`config.mk`:
```
export PLATFORM = sky130hd
export DESIGN_NAME = interpolator
export DESIGN_NICKNAME = d
export VERILOG_FILES = /design/src/rtl/interp_pkg.sv /design/src/rtl/interp_lerp.sv /design/src/rtl/interpolator.sv
export SDC_FILE = /design/constraint.sdc
export NUM_CORES = 1
export LEC_CHECK = 0
export ABC_AREA = 1
export CAP_MARGIN = 20
export CORE_MARGIN = 2
export CORE_UTILIZATION = 40
export CTS_BUF_LIST = sky130_fd_sc_hd__clkbuf_4 sky130_fd_sc_hd__clkbuf_8
export CTS_CLUSTER_SIZE = 24
export DETAILED_ROUTE_END_ITERATION = 8
export GPL_TIMING_DRIVEN = 1
export PLACE_DENSITY = 0.77
export SYNTH_ARGS = -nofsm -noshare
export SYNTH_HDL_FRONTEND = slang
export SYNTH_SLANG_ARGS = --single-unit
```
`constraint.sdc`:
```
create_clock -name clk_i -period 1.85 [get_ports clk_i]
set_input_delay 0.2775 -clock clk_i [delete_from_list [all_inputs] [get_ports clk_i]]
set_output_delay 0.2775 -clock clk_i [all_outputs]
set_load 0.005 [all_outputs]
```
`src/rtl/interp_pkg.sv`:
```
// Shared types and helpers for the interpolator upsampler.
package interp_pkg;

    typedef enum logic {IDLE, EMIT} interp_state_t;

    function automatic int shift_amt(input int factor);
        return $clog2(factor);
    endfunction

    function automatic bit is_pow2_ge2(input int factor);
        return (factor >= 2) && ((factor & (factor - 1)) == 0);
    endfunction

endpackage

```
`src/rtl/interp_lerp.sv`:
```
// Combinational linear interpolation: prev + ((cur - prev) * phase) >>> ShiftAmt.
// Only instantiated when INTERP_LINEAR_EN is defined.
module interp_lerp #(
    parameter int Data_bits = 10,
    parameter int ShiftAmt  = 3
) (
    input  logic signed [Data_bits-1:0] prev,
    input  logic signed [Data_bits-1:0] cur,
    input  logic        [ShiftAmt-1:0]  phase,
    output logic signed [Data_bits-1:0] sample
);

    localparam int ProdBits = Data_bits + 1 + ShiftAmt;

    logic signed [Data_bits:0]  diff;
    logic signed [ProdBits-1:0] diff_ext;
    logic signed [ProdBits-1:0] phase_ext;
    logic signed [ProdBits-1:0] prod;

    assign diff      = $signed({cur[Data_bits-1], cur}) - $signed({prev[Data_bits-1], prev});
    assign diff_ext  = ProdBits'(diff);
    assign phase_ext = $signed({{(ProdBits - ShiftAmt){1'b0}}, phase});
    assign prod      = diff_ext * phase_ext;

    // The floored result lies between prev and cur, so dropping the upper bits is lossless.
    assign sample = Data_bits'(ProdBits'(prev) + (prod >>> ShiftAmt));

endmodule

```
`src/rtl/interpolator.sv`:
```
// Upsampler emitting Interp_factor output samples per accepted input sample.
// Sample-and-hold by default; define INTERP_LINEAR_EN for linear interpolation.
module interpolator
    import interp_pkg::*;
#(
    parameter int Interp_factor = 8,
    parameter int Data_bits     = 10
) (
    input  logic                        clk_i,
    input  logic                        rst_ni,
    input  logic signed [Data_bits-1:0] data_in,
    input  logic                        data_valid_i,
    output logic                        data_ready_o,
    output logic signed [Data_bits-1:0] data_out,
    output logic                        data_valid_o,
    input  logic                        data_ready_i
);

    localparam int ShiftAmt = shift_amt(Interp_factor);
    localparam logic [ShiftAmt-1:0] LastPhase = ShiftAmt'(Interp_factor - 1);

    if (!is_pow2_ge2(Interp_factor)) begin : g_bad_factor
        $error("interpolator: Interp_factor must be a power of two and >= 2");
    end

    interp_state_t               state_q, state_d;
    logic [ShiftAmt-1:0]         phase_q, phase_d;
    logic signed [Data_bits-1:0] cur_q, cur_d;
    logic signed [Data_bits-1:0] data_out_q, data_out_d;
    logic signed [Data_bits-1:0] next_sample;
    logic                        last_phase;
    logic                        accept;
    logic                        emit;

    assign last_phase   = (phase_q == LastPhase);
    assign data_ready_o = (state_q == IDLE) || ((state_q == EMIT) && last_phase && data_ready_i);
    assign accept       = data_valid_i && data_ready_o;
    assign emit         = (state_q == EMIT) && data_ready_i;
    assign data_valid_o = (state_q == EMIT);
    assign data_out     = data_out_q;

`ifdef INTERP_LINEAR_EN
    logic signed [Data_bits-1:0] prev_q, prev_d;
    logic signed [Data_bits-1:0] lerp_prev, lerp_cur;
    logic [ShiftAmt-1:0]         lerp_phase;

    // On accept the output register is loaded with phase 0 of the new pair (old cur, data_in).
    always_comb begin
        lerp_prev  = prev_q;
        lerp_cur   = cur_q;
        lerp_phase = phase_q + ShiftAmt'(1);
        prev_d     = prev_q;
        if (accept) begin
            lerp_prev  = cur_q;
            lerp_cur   = data_in;
            lerp_phase = '0;
            prev_d     = cur_q;
        end
    end

    interp_lerp #(
        .Data_bits (Data_bits),
        .ShiftAmt  (ShiftAmt)
    ) u_lerp (
        .prev   (lerp_prev),
        .cur    (lerp_cur),
        .phase  (lerp_phase),
        .sample (next_sample)
    );

    always_ff @(posedge clk_i or negedge rst_ni) begin
        if (!rst_ni) begin
            prev_q <= '0;
        end else begin
            prev_q <= prev_d;
        end
    end
`else
    assign next_sample = accept ? data_in : cur_q;
`endif

    always_comb begin
        state_d    = state_q;
        phase_d    = phase_q;
        cur_d      = cur_q;
        data_out_d = data_out_q;
        if (accept) begin
            state_d    = EMIT;
            phase_d    = '0;
            cur_d      = data_in;
            data_out_d = next_sample;
        end else if (emit) begin
            if (last_phase) begin
                state_d = IDLE;
            end else begin
                phase_d    = phase_q + ShiftAmt'(1);
                data_out_d = next_sample;
            end
        end
    end

    always_ff @(posedge clk_i or negedge rst_ni) begin
        if (!rst_ni) begin
            state_q    <= IDLE;
            phase_q    <= '0;
            cur_q      <= '0;
            data_out_q <= '0;
        end else begin
            state_q    <= state_d;
            phase_q    <= phase_d;
            cur_q      <= cur_d;
            data_out_q <= data_out_d;
        end
    end

endmodule

```
==> flow_summary.toml, run 1 <==
[pwr]
p_sw_share_pct = 33.1
clkPwrFrac_pct = 11.5
p_switching_uw = 654
p_int_uw = 1320
p_leak_uw = 0.000746
share_comb_of_total_power_pct = 43.3
power_frac_seq_pct = 45.2
powerDensity_mw_per_mm2 = 1370
worst_ir_drop_vdd_mv = 0.740

[clock_network]
clkSinkCount = 24
cts_tree = "built"
cts_hold_buf = 0
cts_root_buf = "clkbuf_4"
htreeDepth = 1
insertion_delay_ns = 0.31
clk_path_buf_depth = 2
clk_pin_slew_ns = 0.13
cts_buffers = 3

[synthesis]
synthCells = 130
yosys.area_share.simple_pct = 32.1
ys_top_cells_by_area = "dfrtp_1 53%, nand3_1 15%, nand2_1 9.3%"
synthDistinctLibCells = 13
synth_top_family_by_area = "simple AND/OR/NAND/NOR gates"
synth_compound_area_share_pct = 0.444
synth_top_cell_by_area = "dfrtp_1"
synth_fa_ha_area_share_pct = 2.22
yosysWarnings = 0
synth-seq-cells = 24
synth_top_area_share_pct = 53.3
ys_seq_area_share_pct = 53.3
synth_nets = 146
syn_avg_cell_area_um2 = 8.67
muxShareOfSynthArea_pct = 0
synth_area_mm2 = 0.00113
synth_xor_area_share_pct = 0

[timing]
holdWs_ns = 0.305
fin_tns_setup_ns = 0
fin_skew_ns = 0.00727
fmax_mhz = 567
fin_crit_ns = 1.76
setup_viol = 0
finalCritPeriodShare_pct = 95.3
worst_pin_slew_ns = 0.312
slew_viol_final = 0
hold_viol_final = 0
rsz0062_at_grt = "no"
slew_headroom_pct = 79.2

[status]
outcome = "completed"

[placement]
gp_congestion = 0.763
portBuffers = 25
place_area_mm2 = 0.00141
hpwl_um = 1640
dp.cells = 186

[drt]
drtPass1Iterations = 4
drt-initial-drc-count = 15
wire_per_inst_um = 12.7
wirelength_um = 2400
viasPerCell = 4.91
drc = 0
ant_nets = 0
via_count = 933

[worst_setup_path]
cp-end-kind = "primary output"
crit_path_start_kind = "flop"
rrSetupSlack_ns = 0.20
r2r-end = "cur_q[3]"
crit_type = "flop to primary output"
crit_required_ns = 1.57
cp-startpoint = "phase_q[0]"
crit_fanout = 2
rr_startpoint = "phase_q[0]"
rr_worst_depth = 8
crit_arrival_ns = 1.48

[final_layout]
fin_util_pct = 53.1
nNetsFinal = 177
diodes = 0
synthToLayoutAreaGrowth_pct = 27.6
stdcell_count = 190
drive_gt1_share_pct = 9.43
finalInstanceArea_mm2 = 0.00144

[global_routing]
grt_pass1_vias = 973
grt-ovfl-total = 0
grt_antenna_before_repair = 0
grt_pass1_wl_um = 4200
grt_use_total_pct = 16.7
grt_max_degree = 25

[flow_run]
cap_violations = 0

[floorplanning]
pin_count = 26
die_h_um = 57.1
coreArea_mm2 = 0.00271
row_count = 19
start_util_pct = 41.6
die_x_um = 57.1
die-area_mm2 = 0.00326

[min_path]
hp-class = "input port to asynchronous set/reset pin"
[how the worst max path moves through the flow]
stage              endpoint  cells past startpoint  slack [ns]
6_report       data_ready_o                      5        0.09
3_3_place_gp   data_ready_o                      4         0.1
2_1_floorplan      cur_q[1]                      8        0.49
5_1_grt        data_ready_o                      5        0.02
3_5_place_dp   data_ready_o                      4        0.12
4_1_cts        data_ready_o                      5        0.03
[what timing repair did]
action / CTS / global route
setup buffers: 1 / 0
setup endpoints to repair: 1 / 1
hold endpoints to repair: 0 / 0
resized for setup: 1 / 2
pin swaps: 0 / 0
[layout by cell type, fill, tap and decap left out]
| master | Yosys | routed |
|---|---|---|
| nand2_2 | 3 | 3 |
| dfrtp_1 | 24 | 24 |
| nand2_1 | 28 | 28 |
| clkdlybuf4s50_1 | 0 | 24 |
| nand3_2 | 1 | 1 |
| nand3_1 | 33 | 33 |
| and2_1 | 10 | 10 |
| ha_2 | 0 | 2 |
| buf_4 | 1 | 6 |
| dlygate4sd2_1 | 0 | 1 |
| clkbuf_4 | 0 | 3 |
| inv_1 | 23 | 23 |
| o21ai_0 | 1 | 1 |
[state kept, by name (all words and copies together), names as in the netlist]
register	count
data_valid_o	1
cur_q	10
phase_q	3
data_out	10
[worst max-delay path, stage by stage (launching register included)]
cell,delay (ns)
dfrtp_1,0.40
ha_2,0.18
ha_2,0.17
nand2_1,0.08
nand2_2,0.07
dlygate4sd2_1,0.27
[synth_stat cells]
master and n:
nand3_2 1, nand3_1 33, nand2_2 3, buf_4 1
dfrtp_1 24, inv_1 23, nand2_1 28, buf_2 1
clkbuf_8 1, o21ai_0 1, buf_6 2, and2_1 10
ha_1 2
[kinds of logic after synthesis]
kind of cell,Yosys count
and+or+nand+nor,75
adders and majority gates,2
AOI/OAI and AO/OA,1
DFF,24
buffers and inverters,28
[stage by stage]
stage	power, uW	setup slack [ns]
3_3_place_gp	1720	0.0999
4_1_cts	1990	0.0312
5_1_grt	2150	0.0203
2_1_floorplan	1360	0.491
6_report	1980	0.0876
3_5_place_dp	1750	0.115
[layer usage]
layer / wire, um / vias up / GRT usage, %
met5: 0 / - / 0
met4: 13 / 0 / 3.65
li1: - / 459 / -
met1: 1100 / 449 / 21.0
met3: 130 / 2 / 5.22
met2: 1160 / 23 / 28.4
[final cells by class]
| class | count | area, um^2 |
|---|---|---|
| flip-flops and latches | 24 | 601 |
| inverters | 23 | 86.3 |
| well taps | 31 | 38.8 |
| repair buffers | 31 | 294 |
| multi-input cells | 78 | 397 |
| clock buffers | 3 | 22.5 |
| fillers | 279 | 1270 |
[power by group through the flow]
stage               registers [uW]  clock network (uW)  logic (uW)
floorplan                      899                   0         457
global placement               896                   0         823
detailed placement             907                   0         844
CTS                            893                 235         864
global route                   922                 255         976
finish                         892                 227         857
(Power assumes the default switching activity.)
==> run 2: changes to the inputs <==
Settings changed: CORE_MARGIN 2 to 1.5, GPL_TIMING_DRIVEN 1 to 0, SYNTH_HIERARCHICAL set to 1.
==> flow_summary.toml, run 2 <==
[clock_network]
cts_root_buf = "clkbuf_4"
cts_buffers = 3
clkSinkCount = 24
clk_pin_slew_ns = 0.13
insertion_delay_ns = 0.31
clk_path_buf_depth = 2
cts_hold_buf = 0
cts_tree = "built"
htreeDepth = 1

[timing]
setup_viol = 0
rsz0062_at_grt = "no"
slew_headroom_pct = 82.2
slew_viol_final = 0
fin_crit_ns = 1.73
fin_skew_ns = 0.00116
hold_viol_final = 0
worst_pin_slew_ns = 0.266
finalCritPeriodShare_pct = 93.6
holdWs_ns = 0.179
fmax_mhz = 577

[global_routing]
grt-ovfl-total = 0
grt_max_degree = 25
grt_use_total_pct = 15.9
grt_pass1_wl_um = 3930
grt_antenna_before_repair = 0
grt_pass1_vias = 903

[synthesis]
synth-seq-cells = 24
ys_top_cells_by_count = "33 x nand3_1, 28 x nand2_1, 24 x dfrtp_1, 23 x inv_1, 10 x and2_1"
ys_seq_area_share_pct = 53.3
synth_edf_count = 0
synth_most_common_cell = "nand3_1"
synth_nets = 146
synth_ff_type = "dfrtp_1"
synth_area_mm2 = 0.00113
synth_top_area_share_pct = 53.3
ys_top_cells_by_area = "dfrtp_1 53%, nand3_1 15%, nand2_1 9.3%"
ys_async_sr_fraction_pct = 100
synth_top_cell_by_area = "dfrtp_1"
synthCells = 130
yosysWarnings = 6
syn_avg_cell_area_um2 = 8.67
synthDistinctLibCells = 13

[drt]
ant_nets = 0
drc = 0
via_count = 924
wire_per_inst_um = 12.2
drtPass1Iterations = 4
viasPerCell = 4.81
wirelength_um = 2340
drt-initial-drc-count = 13

[floorplanning]
die_h_um = 56.1
start_util_pct = 41.6
row_count = 19
die_x_um = 56.1
coreArea_mm2 = 0.00271
pin_count = 26
die-area_mm2 = 0.00315

[final_layout]
nNetsFinal = 178
synthToLayoutAreaGrowth_pct = 31.2
drive_gt1_share_pct = 10.6
layout_common_cells = "33 x nand3_1, 27 x nand2_1, 24 x dfrtp_1, 24 x clkdlybuf4s50_1, 23 x inv_1"
nFillCells = 259
layout_commonest_cell = "nand3_1"
ff_latch_area_um2 = 601
multi_input_area_um2 = 402
stdcell_count = 192
diodes = 0

[flow_run]
cap_violations = 0

[worst_setup_path]
crit_fanout = 2
path_buf_inv = 1
crit_type = "flop to primary output"
cp_cell_sequence = "ha_1 -> ha_2 -> nand2_2 -> nand2_4 -> clkdlybuf4s15_1"
cp-startpoint = "phase_q[0]"
cp_slowest_cell = "dfrtp_1"
cp-end-kind = "primary output"
crit_arrival_ns = 1.45
cp_top_family = "flip-flops"
rr_startpoint = "phase_q[0]"
crit_path_start_kind = "flop"
crit_required_ns = 1.57
critPathMaxStageDelay_ns = 0.41

[pwr]
worst_ir_drop_vdd_mv = 0.699
p_leak_uw = 0.000762
powerDensity_mw_per_mm2 = 1380

[status]
outcome = "completed"

[placement]
hpwl_um = 1600
portBuffers = 25
dp.cells = 186
gp_congestion = 0.796

[min_path]
hp-class = "input port to asynchronous set/reset pin"
run 2: cell counts after synthesis:
No cell type changed its count.
run 2: layout make-up:
type,instances,share of cell area (%)
buffer,4,2.37
multi-input combinational,78,27.2
tap,31,2.62
sequential,24,40.6
timing repair buffer,28,19.0
inverter,23,5.84
clock buffer,4,2.45
run 2: cell families after synthesis:
group | synth area share [%]
adder cells (fa/ha/maj) | 2.22
flip-flops | 53.3
buffers and inverters | 12.0
AO/OA/AOI/OAI | 0.444
AND/OR/NAND/NOR | 32.1
run 2: worst paths after layout:
| path | to | slack (ns) | depth (start not counted) |
|---|---|---|---|
| hold reg to reg | data_out[5] | 0.52 | 2 |
| setup reg to reg | cur_q[2] | 0.18 | 9 |
| min in group clk_i | data_out[5] | 0.52 | 2 |
| setup / recovery | data_ready_o | 0.12 | 5 |
| max in group asynchronous | phase_q[1] | 1.26 | 2 |
| hold / removal | data_out[6] | 0.18 | 1 |
run 2: per-layer routing:
layer / global-route usage [%] / wire length [um] / up-vias
met5: 0 / 0 / -
met4: 6.12 / 13 / 0
met3: 2.33 / 139 / 2
met2: 25.0 / 1120 / 21
met1: 22.1 / 1070 / 435
li1: - / - / 466
run 2: through the flow:
stage	power [uW]	cell area [um^2]	TNS, ns	util (%)	setup WS, ns
after global routing	2210	1480	0	54.6	0.0276
after CTS	2050	1460	0	53.8	0.00506
after detailed placement	1750	1420	-0.0919	52.3	-0.0919
after floorplan	1360	1130	0	-	0.491
final	2040	1480	0	54.6	0.118
after global placement	1730	1420	-0.0803	52.3	-0.0803
run 2: power by group:
group          internal, uW  leakage, uW  switching [uW]
Clock                   120    0.0000210             160
Combinational           475     0.000470             393
Sequential              778     0.000271             111
run 2: repair_timing:
| item | CTS | global route |
|---|---|---|
| setup endpoints to repair | 1 | 1 |
| setup buffers | 2 | 0 |
| pin swaps | 1 | 0 |
| endpoints found under the hold margin | 0 | 0 |
| gates resized for setup | 2 | 3 |
| cloned | 0 | 0 |
==> variant, RTL diff (settings of run 1) <==
Build with the macro `INTERP_LINEAR_EN` defined.
--- a/src/rtl/interpolator.sv
+++ b/src/rtl/interpolator.sv
@@ -1,4 +1,6 @@
 // Upsampler emitting Interp_factor output samples per accepted input sample.
 // Sample-and-hold by default; define INTERP_LINEAR_EN for linear interpolation.
+`define INTERP_LINEAR_EN
+
 module interpolator
     import interp_pkg::*;
Check against the original RTL: not equivalent (a bounded check fails within 4 cycles, from zero or initial values and one cycle with rst_ni low).
==> variant against run 1 <==
The flow now finishes with violations (setup timing). Core utilization grew 10 points. Sequential cell count grew 10. Final cell count grew to 3.9 times the old value. Critical path type is now reg2reg. Via count grew to 4.4 times the old value. Count of clock-buffer cells in the layout grew 3. Setup slack lost 4.2 ns. Synthesized area grew to 3.2 times the old value. Clock skew is essentially flat. Design area grew to 3.8 times the old value. Wire length grew to 5.4 times the old value.
Power is not shown: default switching activity piles up to over one toggle a cycle in this logic, so the estimate is an artifact.
==> variant: results (changes against run 1) <==
slowest stage cell, crit path=fa_1; met3 Use GR=0.0270 (-0.0252); status=finished with violations; Netlist cell types=37 (+24); routing usage on met2=0.422 (+0.138); final wirelength=13000 microns (+440%); commonest cells in the synthesized netlist=nand2_1 (122), inv_1 (90), ha_1 (35), nor2_1 (35), dfrtp_1 (34); fin worst setup slack=-4.15 ns (-4.23 ns); Area contributors post-synth=dfrtp_1 (24%), nand2_1 (13%), ha_1 (12%); RD Place Congestion=0.924 (+21%); failing checks=setup timing; Hold WS=0.387 ns (+0.0823 ns); met1 usage=0.255 (+0.0448); Clock Skew=0.00743 ns (+0.000157 ns); metal3 WL=610 microns (+370%); DR vias=4073 (+340%); crit path max fanout=6 (+4); Final nets=702 (+300%); final setup fails=11 (+11); H-tree depth=2 (+1); critical path's largest stage delay=0.44 ns (+0.04 ns); Starting DRT DRC Count=342 (+327); Reg clk slew, reported paths=0.08 ns (-0.05 ns); syn nets=560 (+280%); setup TNS=-34.73 ns (-34.73 ns); CTS root buf=clkbuf_8
## variant: changes by cell type in the layout (fill, tap and decap cells not counted), sizes merged, moves of 9 or more
cell / before / now
fa: 0 / 12
dfrtp: 24 / 34
buf: 6 / 120
ha: 2 / 35
nand2: 31 / 148
nor2: 0 / 39
xor2: 0 / 17
o21ai: 1 / 22
and2: 10 / 1
inv: 23 / 90
a21oi: 0 / 14
## variant: final cells by class
type                    instances  area share
clock buffers                   6      0.0149
clock inverters                 2     0.00226
inverters                      92      0.0654
multi-input cells             363       0.520
flip-flops and latches         34       0.154
well taps                     108      0.0244
repair buffers                145       0.219
## variant: path summary, 6_finish.rpt
path	start	end	depth (start not counted)
worst max-delay path	phase_q[1]	data_out[9]	39
worst max register to register	phase_q[1]	data_out[9]	39
worst min register to register	data_out[1]	data_out[1]	2
max in group asynchronous	rst_ni	prev_q[1]	2
worst min-delay path	rst_ni	cur_q[4]	2
min in group clk_i	data_out[1]	data_out[1]	2
## variant: cell families after synthesis
kind of cell             count (synthesis)  synth area share
AO/OA/AOI/OAI                           46            0.0726
XOR/XNOR                                20            0.0488
adder cells (fa/ha/maj)                 47             0.189
buffers and inverters                  102             0.118
flip-flops                              34             0.237
AND/OR/NAND/NOR                        250             0.335
## variant: per-stage QoR
step	cells	setup WS, ns	cell area [sq um]	utilization
2_1_floorplan	499	-3.60	3820	-
3_3_place_gp	716	-3.54	4810	0.552
3_5_place_dp	716	-3.87	4810	0.552
4_1_cts	744	-3.78	5220	0.598
5_1_grt	750	-4.28	5530	0.634
6_report	750	-4.15	5530	0.634
## variant: timing repair
item                       in CTS  in global routing
pin swaps                      43                 42
buffers inserted               20                  9
setup endpoints to repair      13                 18
gates resized for setup        42                 67
